### config.mk
export PLATFORM = sky130hd
export DESIGN_NAME = vga_sync_gen
export DESIGN_NICKNAME = d
export VERILOG_FILES = /design/src/rtl/vga_timing_pkg.sv /design/src/rtl/sync_delay.sv /design/src/rtl/vga_sync_gen.sv
export SDC_FILE = /design/constraint.sdc
export NUM_CORES = 1
export LEC_CHECK = 0
export CORE_ASPECT_RATIO = 0.8
export CORE_MARGIN = 1
export CORE_UTILIZATION = 55
export CTS_CLUSTER_DIAMETER = 50
export DETAILED_ROUTE_END_ITERATION = 6
export GPL_ROUTABILITY_DRIVEN = 0
export PLACE_DENSITY = 0.89
export SYNTH_ARGS = -nofsm -noshare
export SYNTH_HDL_FRONTEND = slang
export SYNTH_SLANG_ARGS = --single-unit
export TNS_END_PERCENT = 100
### constraint.sdc
create_clock -name clk -period 2.4 [get_ports clk]
set_input_delay 0.48 -clock clk [delete_from_list [all_inputs] [get_ports clk]]
set_output_delay 0.48 -clock clk [all_outputs]
set_load 0.03 [all_outputs]
### src/rtl/vga_timing_pkg.sv
// Default VGA 640x480@60 timing constants and the shared count width
// used by the frame-timing source and anything that consumes x/y.
package vga_timing_pkg;

    localparam int CNT_W  = 11;

    localparam int DEF_HD = 640;
    localparam int DEF_HF = 16;
    localparam int DEF_HB = 48;
    localparam int DEF_HR = 96;
    localparam int DEF_VD = 480;
    localparam int DEF_VF = 10;
    localparam int DEF_VB = 33;
    localparam int DEF_VR = 2;

    localparam int DEF_HT = DEF_HD + DEF_HF + DEF_HB + DEF_HR;
    localparam int DEF_VT = DEF_VD + DEF_VF + DEF_VB + DEF_VR;

endpackage

### src/rtl/sync_delay.sv
// N-stage, W-bit shift register with an async active-low reset that
// preloads every stage with rst_val; N=0 is a straight wire.
module sync_delay #(
    parameter int N = 2,
    parameter int W = 3
) (
    input  logic         clk,
    input  logic         rst_n,
    input  logic [W-1:0] rst_val,
    input  logic [W-1:0] din,
    output logic [W-1:0] dout
);

    generate
        if (N == 0) begin : g_wire
            logic unused_ctl;
            assign unused_ctl = ^{clk, rst_n, rst_val};
            assign dout = din;
        end else begin : g_dly
            logic [N-1:0][W-1:0] stage_q, stage_d;

            always_comb begin
                stage_d    = stage_q;
                stage_d[0] = din;
                for (int i = 1; i < N; i++) begin
                    stage_d[i] = stage_q[i-1];
                end
            end

            always_ff @(posedge clk or negedge rst_n) begin
                if (!rst_n) begin
                    stage_q <= {N{rst_val}};
                end else begin
                    stage_q <= stage_d;
                end
            end

            assign dout = stage_q[N-1];
        end
    endgenerate

endmodule

### src/rtl/vga_sync_gen.sv
// Frame-timing source: pixel-rate tick, global (x, y) counters, and
// hsync/vsync/video_on delayed to line up with the stream-core chain.
module vga_sync_gen
    import vga_timing_pkg::*;
#(
    parameter int CD       = 4,
    parameter int HD       = DEF_HD,
    parameter int HF       = DEF_HF,
    parameter int HB       = DEF_HB,
    parameter int HR       = DEF_HR,
    parameter int VD       = DEF_VD,
    parameter int VF       = DEF_VF,
    parameter int VB       = DEF_VB,
    parameter int VR       = DEF_VR,
    parameter int SYNC_DLY = 2
) (
    input  logic             clk,
    input  logic             reset,
    output logic [CNT_W-1:0] x,
    output logic [CNT_W-1:0] y,
    output logic             p_tick,
    output logic             frame_start,
    output logic             video_on_raw,
    output logic             hsync,
    output logic             vsync,
    output logic             video_on
);

    localparam int HT    = HD + HF + HB + HR;
    localparam int VT    = VD + VF + VB + VR;
    localparam int DIV_W = $clog2(CD);

    logic [DIV_W-1:0] div_cnt_q, div_cnt_d;
    logic [CNT_W-1:0] h_cnt_q, h_cnt_d;
    logic [CNT_W-1:0] v_cnt_q, v_cnt_d;
    logic             hs_raw_q, hs_raw_d;
    logic             vs_raw_q, vs_raw_d;

    assign p_tick       = (div_cnt_q == DIV_W'(CD - 1));
    assign x            = h_cnt_q;
    assign y            = v_cnt_q;
    assign video_on_raw = (h_cnt_q < CNT_W'(HD)) && (v_cnt_q < CNT_W'(VD));
    assign frame_start  = p_tick && (h_cnt_q == '0) && (v_cnt_q == '0);

    always_comb begin
        div_cnt_d = p_tick ? '0 : div_cnt_q + DIV_W'(1);
        h_cnt_d   = h_cnt_q;
        v_cnt_d   = v_cnt_q;
        if (p_tick) begin
            if (h_cnt_q == CNT_W'(HT - 1)) begin
                h_cnt_d = '0;
                v_cnt_d = (v_cnt_q == CNT_W'(VT - 1)) ? '0 : v_cnt_q + CNT_W'(1);
            end else begin
                h_cnt_d = h_cnt_q + CNT_W'(1);
            end
        end
        // Sync windows are decoded from the current counts, so the raw
        // sync flops trail x/y by one clock.
        hs_raw_d = !((h_cnt_q >= CNT_W'(HD + HF)) && (h_cnt_q < CNT_W'(HD + HF + HR)));
        vs_raw_d = !((v_cnt_q >= CNT_W'(VD + VF)) && (v_cnt_q < CNT_W'(VD + VF + VR)));
    end

    always_ff @(posedge clk or negedge reset) begin
        if (!reset) begin
            div_cnt_q <= '0;
            h_cnt_q   <= '0;
            v_cnt_q   <= '0;
            hs_raw_q  <= 1'b1;
            vs_raw_q  <= 1'b1;
        end else begin
            div_cnt_q <= div_cnt_d;
            h_cnt_q   <= h_cnt_d;
            v_cnt_q   <= v_cnt_d;
            hs_raw_q  <= hs_raw_d;
            vs_raw_q  <= vs_raw_d;
        end
    end

    sync_delay #(
        .N (SYNC_DLY),
        .W (3)
    ) u_sync_delay (
        .clk     (clk),
        .rst_n   (reset),
        .rst_val (3'b110),
        .din     ({hs_raw_q, vs_raw_q, video_on_raw}),
        .dout    ({hsync, vsync, video_on})
    );

endmodule

## Yosys cells after proc, flatten, opt, wreduce, memory -nomap -nowiden

Index checks and enable logic that the tools add are counted.

| operators by class | value |
|---|---|
| add/sub/neg operators | 3 |
| $lt $le $gt $ge | 6 |
| eq/ne operators | 3 |
| muxes and demuxes | 3 |
| reduce and logical (&&, ||, !) cells | 10 |

Operators with widths:

| kind | count |
|---|---|
| $add A11 B1 Y11 const B | 2 |
| $eq A11 B10 Y1 const B | 2 |
| $logic_not A11 Y1 | 2 |
| $lt A11 B10 Y1 const B | 2 |
| $lt A11 B9 Y1 const B | 2 |
| $mux W11 | 2 |
| $ge A11 B10 Y1 const B | 1 |
| $ge A11 B9 Y1 const B | 1 |
| $logic_and A1 B1 Y1 | 5 |
| $add A2 B1 Y2 const B | 1 |
| $eq A2 B2 Y1 const B | 1 |
| $logic_not A1 Y1 | 2 |
| $mux W2 | 1 |
| $reduce_and A2 Y1 | 1 |

| storage, ports and cells | value |
|---|---|
| bits in registers | 32 |
| input port bits | 2 |
| output and inout bits | 28 |
| word-level logic and storage cells | 32 |

## Logic depth before layout (Yosys ltp)

| logic depth | value |
|---|---|
| word-level depth | 3 |
| gate-level depth with buffers | 7 |
| mapped depth without buffers | 6 |

## Least setup slack after synthesis

OpenSTA, ideal clock, no wires.

| path | value |
|---|---|
| path type | register to output |
| start | reg div_cnt_q[0] |
| end | out frame_start |
| arrival time | 1.593 ns |
| required time | 1.920 ns |
| slack | 0.327 ns |
| cell stages (with the launch flop) | 6 |
| buffers on the path | 1 |
| cells stage by stage | dfrtp_1 ha_1 buf_2 nor3b_1 nand3_1 nor2_1 |

| between the ends | value |
|---|---|
| cells in the longest elaborated chain, start to end | 3 |

RTL lines:

| what | line | text |
|---|---|---|
| start: declaration | vga_sync_gen.sv:33 | `logic [DIV_W-1:0] div_cnt_q, div_cnt_d;` |
| start signal: assignment | vga_sync_gen.sv:71 | `div_cnt_q <= div_cnt_d;` |
| $eq A2 B2 Y1 | vga_sync_gen.sv:39 | `assign p_tick = (div_cnt_q == DIV_W'(CD - 1));` |
| via p_tick | vga_sync_gen.sv:21 | `output logic p_tick,` |
| $logic_and A1 B1 Y1 (2 in series) | vga_sync_gen.sv:43 | `assign frame_start = p_tick && (h_cnt_q == '0) && (v_cnt_q == '0);` |
| end: declaration | vga_sync_gen.sv:22 | `output logic frame_start,` |

The timed path passes the listed nets, and every way through them passes these cells.

## Worst setup path after layout

| path | value |
|---|---|
| start | reg div_cnt_q[0] |
| end | out p_tick |

| between the ends | value |
|---|---|
| cells in the longest elaborated chain, start to end | 1 |

RTL lines:

| what | line |
|---|---|
| $eq A2 B2 Y1 | vga_sync_gen.sv:39 |
| end: declaration | vga_sync_gen.sv:21 |

Every way passes these cells.

==> run metrics <==
Post-Syn Nets=around 160; Synthesis Warnings=0; register area share after synthesis=between 50% and 60%; Hold EP=u_sync_delay.g_dly.stage_d[5]; VDD IR max=around 0.00036 V; reg-to-reg endpoint=y[5]; Gate Count Post-Synth=~150; syn_area_per_cell=roughly 11 um2; DR DRC count=0; routed vias=around 1300; # rows=17; status=complete, no violations; Port Buf Inserts=29; leakage power=~0.94 nW; HP Start=hs_raw_q; worst path bufs/invs=2; layout overhead on the synthesized area=27.9%; Hold Vio Cnt, Final=0; Reg2Reg Depth=6; Worst Setup Path Type=register to output pin; slowest CP cell=clkdlybuf4s50_1; clk_skew=around 11 ps; Detail Route Antenna Nets=0; CTS tree=yes; Setup crit start kind=register; fmax=about 0.45 GHz; DRT Wirelength=roughly 3600 um; reg2reg start=div_cnt_q[0]; DRT iter0 DRCs=71; crit path DAT=roughly 1700 ps; GRT Total Usage=between 20 and 30%; CP max FO=10; share of layout cells above drive strength 1=19.2%; maximum clock path buffer count=2; setup violation total in the final timing report=0; H-tree levels=2; Core ar.=0.00277 mm2; Final #Nets=approximately 200; Critical Path End Type=output pin; vias per inst=5.74; Clk Latency, worst-skew pair=340 ps; fin util=between 70 and 80%; fin crit share=91.7%; TritonCTS Buffers=5; Top delay family on crit path=buffers and inverters; max_cap viols=0; Period minus WS final=2200 ps; clock tree root driver cell=clkbuf_4; setup total negative slack=0 ps; Synth Register Bits=32; reg-to-reg slack, setup=450 ps; Rel. slew slack=between 60 and 70%; Die Width=62.5 um; CTS clk-pin slew, worst paths=100 ps; Ports=30; Die H=slightly above 50 um; Min-Delay Path Class=register to register; antenna violations before repair=0; worst slew pin tran=~470 ps; vias in the first global route=about 1300; Hold Path Depth=0; largest net degree at the start of global routing=33; CP peak stage delay=approximately 680 ps; Power Dens Cells=around 410 mW/mm2; die area=0.00315 mm2; Synth cell types=35; wire length per cell=between 15 and 20 um; GR Overflow Total=0; Synth Cell Area=~0.0016 mm2; DR pass1 iterations=5; Initial Util=about three fifths; worst path required time=~1900 ps; Hold-fix buffers, CTS=0; first-pass GRT wire length=between 6000 and 7000 um; Clock Sinks=32; Slew Limit Fails=0; RSZ-0062 raised after global routing=false; DP HPWL=~2700 um; Antenna Cells=0; CP cell instances=ha_1 -> buf_4 -> clkdlybuf4s50_1
## worst max path at each step
stage                 startpoint     endpoint  slack (ps)  cells after the start
floorplan           div_cnt_q[0]  frame_start         330                      5
global placement            x[1]  frame_start         170                      6
detailed placement          x[1]  frame_start         120                      6
CTS                         x[1]  frame_start         0.9                      6
global route        div_cnt_q[0]       p_tick         130                      3
finish              div_cnt_q[0]       p_tick         200                      3
## synthesized netlist by cell type (all sizes together)
| cell | instances | area, um2 |
|---|---|---|
| o21ai | 13 | 76.3 |
| and3b | 1 | 10.0 |
| o211ai | 1 | 7.51 |
| and3 | 9 | 56.3 |
| nor2 | 11 | 41.3 |
| nor3b | 3 | 22.5 |
| nor4b | 1 | 8.76 |
| dfstp | 6 | 158 |
| xor2 | 4 | 35.0 |
| nor4 | 4 | 55.1 |
| a21o | 2 | 15.0 |
| a21oi | 1 | 5.00 |
| dfrtp | 26 | 651 |
| inv | 6 | 22.5 |
| nand3 | 6 | 30.0 |
| a22o | 6 | 52.6 |
| ha | 5 | 62.6 |
| xnor2 | 4 | 35.0 |
| mux2 | 2 | 22.5 |
| mux2i | 1 | 10.0 |
| clkbuf | 1 | 3.75 |
| nor3 | 8 | 40.0 |
| buf | 4 | 28.8 |
| or3 | 1 | 6.26 |
| and4b | 2 | 20.0 |
| nand4 | 7 | 56.3 |
| nand2 | 9 | 33.8 |
| nor2b | 4 | 25.0 |
| nand3b | 1 | 20.0 |
## routing by layer
layer  up-vias  GRT usage, %  routed length, um
met5         -             0                  0
met4         0          14.0                 44
met3         8          6.82                163
met2        42          40.2               1780
met1       649          32.8               1610
li1        627             -                  -
## through the flow
stage,hold slack [ps],power (W),worst slack (ps),instances,instance area (um2)
after floorplan,184,0.000550,327,149,1610
after global placement,337,0.000563,170,223,2010
after detailed placement,344,0.000563,122,223,2010
after CTS,361,0.000850,0.899,231,2060
after global routing,363,0.000872,128,231,2060
final,360,0.000841,200,231,2060
## state kept, by name, summed over array words and instances (netlist names)
register / flops
vs_raw_q: 1
hs_raw_q: 1
u_sync_delay.g_dly.stage_d: 3
div_cnt_q: 2
y: 11
x: 11
u_sync_delay.dout: 3
## final cells by class
cell class	count	area, um2
clock buffer	7	45.0
clock inverter	1	5.00
inverter	6	22.5
multi-input combinational	106	753
tap	38	47.5
timing repair buffer	41	378
sequential	32	808
fill	196	706
## power by group
part / leakage, nW / internal (W) / switching [W]
sequential: 0.402 / 0.000539 / 0
combinational: 0.514 / 0.00000249 / 0.00000993
clock: 0.0293 / 0.000114 / 0.000175
## layout by cell type, fill, tap and decap left out, types with 2 or more instances in the layout
cell,count
a22o_1,6
nor2_1,11
and4b_1,2
nand4_1,5
o21ai_0,9
nor2b_1,4
buf_4,12
xor2_1,4
and3_1,9
nor3b_1,3
xnor2_1,4
nor4_4,2
a21o_1,2
clkbuf_1,2
mux2_2,2
nor4_1,2
clkbuf_4,5
ha_1,5
nand4_2,2
nand2_1,9
dfstp_2,6
clkdlybuf4s50_1,27
dfrtp_1,26
inv_1,6
o21ai_2,3
nand3_1,6
nor3_1,8
## cell families (layout without fill, tap and decap cells)
family / count (synthesis) / count (layout) / share of synthesized area (%)
fa+ha+maj: 5 / 5 / 3.89
flops: 32 / 32 / 50.2
xor+xnor: 8 / 8 / 4.35
mux: 3 / 3 / 2.02
simple gates: 67 / 67 / 26.4
compound gates: 23 / 23 / 9.71
buf+inv: 11 / 55 / 3.42
## what timing repair did
| action | 4_1_cts | 5_1_grt |
|---|---|---|
| endpoints found under the setup margin | 1 | 2 |
| pin swaps | 0 | 0 |
| setup buffers | 0 | 0 |
| gates resized for setup | 3 | 4 |
Note: power is estimated with default switching activity, not from simulation.
